[src/rtl/hamming_pkg.sv]
// Shared Hamming(7,4) constants and helpers used by the encoder and decoder.
// Codeword layout (bit6..0) = {d3,d2,d1,p4,d0,p2,p1}; Hamming position = bit index + 1.
// Pure functions only; no state.
`timescale 1ns/1ps
package hamming_pkg;

  localparam int CODE_W = 7;
  localparam int DATA_W = 4;
  localparam int SYN_W  = 3;

  // Bit indices inside the 7-bit codeword
  localparam int P1 = 0;
  localparam int P2 = 1;
  localparam int D0 = 2;
  localparam int P4 = 3;
  localparam int D1 = 4;
  localparam int D2 = 5;
  localparam int D3 = 6;

  // Syndrome {s4,s2,s1}: each bit rechecks even parity over its group
  function automatic logic [SYN_W-1:0] syndrome(input logic [CODE_W-1:0] code);
    logic s1, s2, s4;
    s1 = code[P1] ^ code[D0] ^ code[D1] ^ code[D3];
    s2 = code[P2] ^ code[D0] ^ code[D2] ^ code[D3];
    s4 = code[P4] ^ code[D1] ^ code[D2] ^ code[D3];
    return {s4, s2, s1};
  endfunction

  // Data bits {d3,d2,d1,d0} pulled out of a codeword
  function automatic logic [DATA_W-1:0] extract_data(input logic [CODE_W-1:0] code);
    return {code[D3], code[D2], code[D1], code[D0]};
  endfunction

  // Transmit-side encoder, kept here so both directions share one layout
  function automatic logic [CODE_W-1:0] encode(input logic [DATA_W-1:0] data);
    logic [CODE_W-1:0] code;
    code     = '0;
    code[D0] = data[0];
    code[D1] = data[1];
    code[D2] = data[2];
    code[D3] = data[3];
    code[P1] = data[0] ^ data[1] ^ data[3];
    code[P2] = data[0] ^ data[2] ^ data[3];
    code[P4] = data[1] ^ data[2] ^ data[3];
    return code;
  endfunction

endpackage

[src/rtl/hamming_syndrome_corr.sv]
// Combinational syndrome + single-bit correction of one Hamming(7,4) codeword.
// Latency: 0 cycles (pure logic).
// Backpressure: none; the enclosing pipeline decides when results are captured.
`timescale 1ns/1ps
module hamming_syndrome_corr
  import hamming_pkg::*;
(
  input  logic [CODE_W-1:0] code,
  output logic [SYN_W-1:0]  syn,
  output logic [DATA_W-1:0] data
);

  logic [SYN_W-1:0]  syn_c;
  logic [CODE_W-1:0] flip;
  logic [CODE_W-1:0] fixed;

  // Nonzero syndrome names the 1-based position to invert; double errors miscorrect by design
  always_comb begin
    syn_c = syndrome(code);
    flip  = '0;
    if (syn_c != '0) begin
      flip = {{(CODE_W-1){1'b0}}, 1'b1} << (syn_c - 3'd1);
    end
    fixed = code ^ flip;
    syn   = syn_c;
    data  = extract_data(fixed);
  end

endmodule

[src/rtl/hamming_decoder_7_4.sv]
// Hamming(7,4) receive decoder: syndrome, single-bit correction, saturating corrected-word count.
// Latency: 2 cycles from input handshake to out_valid, 1 word/cycle throughput.
// Backpressure: whole pipeline advances only when EN=1 and the output slot is empty or being taken.
`timescale 1ns/1ps
module hamming_decoder_7_4
  import hamming_pkg::*;
#(
  parameter int CNT_W = 16
) (
  input  logic              clk,
  input  logic              rst_n,
  input  logic              EN,
  input  logic [CODE_W-1:0] code_in,
  input  logic              in_valid,
  output logic              in_ready,
  output logic [DATA_W-1:0] data_out,
  output logic              out_valid,
  input  logic              out_ready,
  output logic              err_corrected,
  output logic [SYN_W-1:0]  err_pos,
  input  logic              clr_cnt,
  output logic [CNT_W-1:0]  corr_cnt
);

  logic              adv;
  logic              cnt_inc;
  logic [SYN_W-1:0]  syn_c;
  logic [DATA_W-1:0] data_c;

  // Stage 1 keeps the syndrome and the already-corrected data, which is all stage 2 needs
  logic              s1_valid;
  logic [SYN_W-1:0]  s1_syn;
  logic [DATA_W-1:0] s1_data;

  // Single advance strobe: both stages move together, so a stall freezes everything
  assign adv      = EN & (~out_valid | out_ready);
  assign in_ready = adv;

  hamming_syndrome_corr u_corr (
    .code (code_in),
    .syn  (syn_c),
    .data (data_c)
  );

  // Stage 1: capture syndrome and corrected data of the incoming word
  always_ff @(posedge clk or negedge rst_n) begin
    if (!rst_n) begin
      s1_valid <= 1'b0;
      s1_syn   <= '0;
      s1_data  <= '0;
    end else if (adv) begin
      s1_valid <= in_valid;
      s1_syn   <= syn_c;
      s1_data  <= data_c;
    end
  end

  // Stage 2: output registers, held stable while downstream stalls
  always_ff @(posedge clk or negedge rst_n) begin
    if (!rst_n) begin
      out_valid     <= 1'b0;
      data_out      <= '0;
      err_pos       <= '0;
      err_corrected <= 1'b0;
    end else if (adv) begin
      out_valid     <= s1_valid;
      data_out      <= s1_data;
      err_pos       <= s1_syn;
      err_corrected <= (s1_syn != '0);
    end
  end

  // A word counts once, at the moment it moves into stage 2
  assign cnt_inc = adv & s1_valid & (s1_syn != '0);

  // Saturating corrected-word counter; clear wins over a same-cycle increment
  always_ff @(posedge clk or negedge rst_n) begin
    if (!rst_n) begin
      corr_cnt <= '0;
    end else if (clr_cnt) begin
      corr_cnt <= '0;
    end else if (cnt_inc && (corr_cnt != {CNT_W{1'b1}})) begin
      corr_cnt <= corr_cnt + {{(CNT_W-1){1'b0}}, 1'b1};
    end
  end

endmodule
[config.mk]
export PLATFORM = sky130hd
export DESIGN_NAME = hamming_decoder_7_4
export DESIGN_NICKNAME = d
export VERILOG_FILES = /design/src/rtl/hamming_pkg.sv /design/src/rtl/hamming_syndrome_corr.sv /design/src/rtl/hamming_decoder_7_4.sv
export SDC_FILE = /design/constraint.sdc
export NUM_CORES = 1
export LEC_CHECK = 0
export ABC_CLOCK_PERIOD_IN_PS = 6500
export CORE_MARGIN = 2
export CORE_UTILIZATION = 45
export DETAILED_ROUTE_END_ITERATION = 16
export GPL_ROUTABILITY_DRIVEN = 0
export PLACE_DENSITY = 0.81
export SYNTH_ARGS = -nofsm -noshare
export SYNTH_HDL_FRONTEND = slang
export SYNTH_SLANG_ARGS = --single-unit
[constraint.sdc]
create_clock -name clk -period 6.5 [get_ports clk]
set_clock_uncertainty 0.2 [all_clocks]
set_input_delay 0.65 -clock clk [delete_from_list [all_inputs] [get_ports clk]]
set_output_delay 0.65 -clock clk [all_outputs]
set_load 0.1 [all_outputs]
==> results.sh <==
export IMPL_power_frac_seq_pct=38.4
export IMPL_min_to="data_out[0]"
export IMPL_synth_compound_area_share_pct=11.4
export IMPL_die_area_mm2=0.00463
export IMPL_numCtsBuffers=5
export IMPL_clockRootBuffer="clkbuf_8"
export IMPL_syn_inst=208
export IMPL_cts_resized=0
export IMPL_max_cap_viol_count=0
export IMPL_grt_pass1_vias=1530
export IMPL_synthFlopType="dfrtp_1"
export IMPL_hold_path_startpoint="s1_data[0]"
export IMPL_synth_area_leaders="dfrtp_1 45%, nand2_1 7.9%, nand4_1 4.4%"
export IMPL_clock_latency_ns=0.29
export IMPL_dieHeight_um=68.1
export IMPL_coreArea_mm2=0.00397
export IMPL_yosys_area_top_type="dfrtp_1"
export IMPL_internal_power_mw=0.380
export IMPL_vdd_drop_max_uv=151
export IMPL_clock_path_buffers=2
export IMPL_required_ns=5.65
export IMPL_timing_fmax_ghz=0.237
export IMPL_finalPower_mw=0.656
export IMPL_firstDrtPassIters=4
export IMPL_ctsHoldBuffers=0
export IMPL_routedWlPerCell_um=13.2
export IMPL_grt_use_total_pct=19.1
export IMPL_initial_core_util_pct=46.5
export IMPL_r2r_cells=5
export IMPL_drive_gt1_share_pct=8.68
export IMPL_synthAdderAreaFrac_pct=1.36
export IMPL_synth_fp_nets=223
export IMPL_syn_avg_cell_area_um2=8.88
export IMPL_seqCellArea_um2=826
export IMPL_htree_levels=2
export IMPL_die_w_um=68.1
export IMPL_area_delta_synth_final_pct=26.5
export IMPL_synth_most_common_cell="nand2_1"
export IMPL_holdCritPathClass="register to register"
export IMPL_grt_first_pass_wirelength_um=6550
export IMPL_p_leak_nw=0.926
export IMPL_via_per_inst=5.70
export IMPL_critPathMaxFanout=21
export IMPL_status="finished, final reports clean"
export IMPL_p_switching_mw=0.275
export IMPL_clk_pin_slew_ns=0.06
export IMPL_std_cell_rows=23
export IMPL_synth_simple_gate_area_share_pct=30.1
export IMPL_num_nets_final=257
export IMPL_clkSinkCount=33
export IMPL_clockPowerShare_pct=23.4
export IMPL_slew_headroom_pct=34.9
export IMPL_synthXorXnorAreaFrac_pct=5.22
export IMPL_netlist_area_mm2=0.00185
export IMPL_timing_rr_end="corr_cnt[1]"
export IMPL_rsz0062_at_grt="false"
export IMPL_period_needed_ns=4.23
export IMPL_grt_max_degree=34
export IMPL_finalCoreUtilization_pct=58.8
export IMPL_start_kind="input port"
export IMPL_antenna_cells=0
export IMPL_ant_nets=0
export IMPL_grt_antenna_before_repair=0
export IMPL_async_reset_ff_share_pct=100
export IMPL_num_fill_cells=368
export IMPL_tightest_slew_ns=0.973
export IMPL_cp_arrival_ns=3.38
export IMPL_ys_top_cells_by_count="39 x nand2_1, 33 x dfrtp_1, 13 x nand4_1, 11 x a21oi_1, 11 x nor2_1"
export IMPL_crit_start="out_ready"
export IMPL_combinationalPowerShare_pct=38.2
export IMPL_worstReg2RegStart="corr_cnt[0]"
export IMPL_post_cts_setup_buffers=0
export IMPL_switching_share_pct=42.0
export IMPL_synthMuxAreaShare_pct=3.66
export IMPL_synth_top_cell_area_share_pct=44.7
export IMPL_dp_hpwl_um=2780
export IMPL_postRouteWirelength_um=3860
export IMPL_endpoint_kind="output port"
export IMPL_synth_edf_count=0
export IMPL_timing_hold_violations_final=0
export IMPL_tritoncts="built"
export IMPL_crit_type="input port to output port"
export IMPL_yosysWarnings=0
export IMPL_finalSetupViolations=0
export IMPL_post_synth_num_cell_types=35
export IMPL_vias=1665
export IMPL_grt_overflow=0
export IMPL_io_buffers=38
export IMPL_dr_first_iter_drc_count=167
export IMPL_synth_top_family_by_area="simple AND/OR/NAND/NOR gates"
export IMPL_synth_seq_cells=33
export IMPL_slew_violations=0
export IMPL_io_pins=39
export IMPL_reg2reg_slack_ns=4.22
export IMPL_power_density_mw_per_mm2=281
export IMPL_yosysSeqAreaShare_pct=44.7
export IMPL_fin_setup_tns_ns=0
export IMPL_drc_errors=0
export IMPL_finalCritPeriodShare_pct=65.1
export IMPL_hold_depth=2
export IMPL_multi_input_area_um2=962
[worst max-delay path by stage]
stage | end | slack, ns
after floorplan | in_ready | 3.42
after detailed placement | in_ready | 2.27
after CTS | in_ready | 2.26
after global routing | in_ready | 2.09
final | in_ready | 2.27
after global placement | in_ready | 2.33
[cells in the final DEF (no fill, tap or decap), drive strengths merged, types with 4 or more instances in the layout]
master         synthesis  layout
nand3                 10      10
nor2b                  8       8
a21oi                 11      11
o31ai                  7       7
nand2                 39      39
nor2                  11      11
clkbuf                 9       7
nand4                 13      13
or3                    4       4
clkdlybuf4s50          0      38
or4                    7       7
dfrtp                 33      33
o21ai                 10      10
nor4                   7       7
mux2                   6       6
xnor2                  8       8
[logic make-up after synthesis]
logic type,Yosys count
AOI/OAI and AO/OA,35
xor gates and xnor gates,11
adders and majority gates,2
buffers and inverters,15
DFF,33
muxes,6
and+or+nand+nor,106
[power groups by stage]
stage	sequential (mW)	clock, mW	combinational, mW
finish	0.252	0.153	0.250
global route	0.255	0.166	0.267
CTS	0.252	0.158	0.253
detailed placement	0.256	0	0.252
global placement	0.255	0	0.248
floorplan	0.372	0	0.0708
[state kept, by name (all words and copies together), names as in the netlist]
register       count
corr_cnt          16
s1_syn             3
s1_data            4
err_corrected      1
err_pos            3
data_out           4
s1_valid           1
out_valid          1
[final cells by class]
class,instances,share of cell area (%)
inverters,3,0.482
flip-flops and latches,33,35.4
well taps,50,2.68
clock buffers,7,3.70
repair buffers,39,16.6
multi-input cells,160,41.2
[layer usage]
layer | vias up | GRT usage [%] | wire length, um
met5 | - | 0 | 0
met4 | 0 | 7.50 | 64
met3 | 6 | 5.43 | 210
met2 | 44 | 32.9 | 1950
met1 | 803 | 22.5 | 1630
li1 | 812 | - | -
[worst max-delay path, stage by stage]
cell and delay, ns:
clkdlybuf4s50_1 0.54, or2b_1 0.12, nand2_1 0.34, inv_1 0.50
clkdlybuf4s50_1 1.22
[through the flow]
step	hold WS, ns	std cells	worst slack, ns	instance area [um2]
final	0.268	292	2.27	2340
after global routing	0.311	292	2.09	2340
after CTS	0.270	292	2.26	2340
after detailed placement	0.256	285	2.27	2250
after global placement	0.249	285	2.33	2250
after floorplan	0.154	208	3.42	1850
Note: power is estimated with default switching activity, not from simulation.
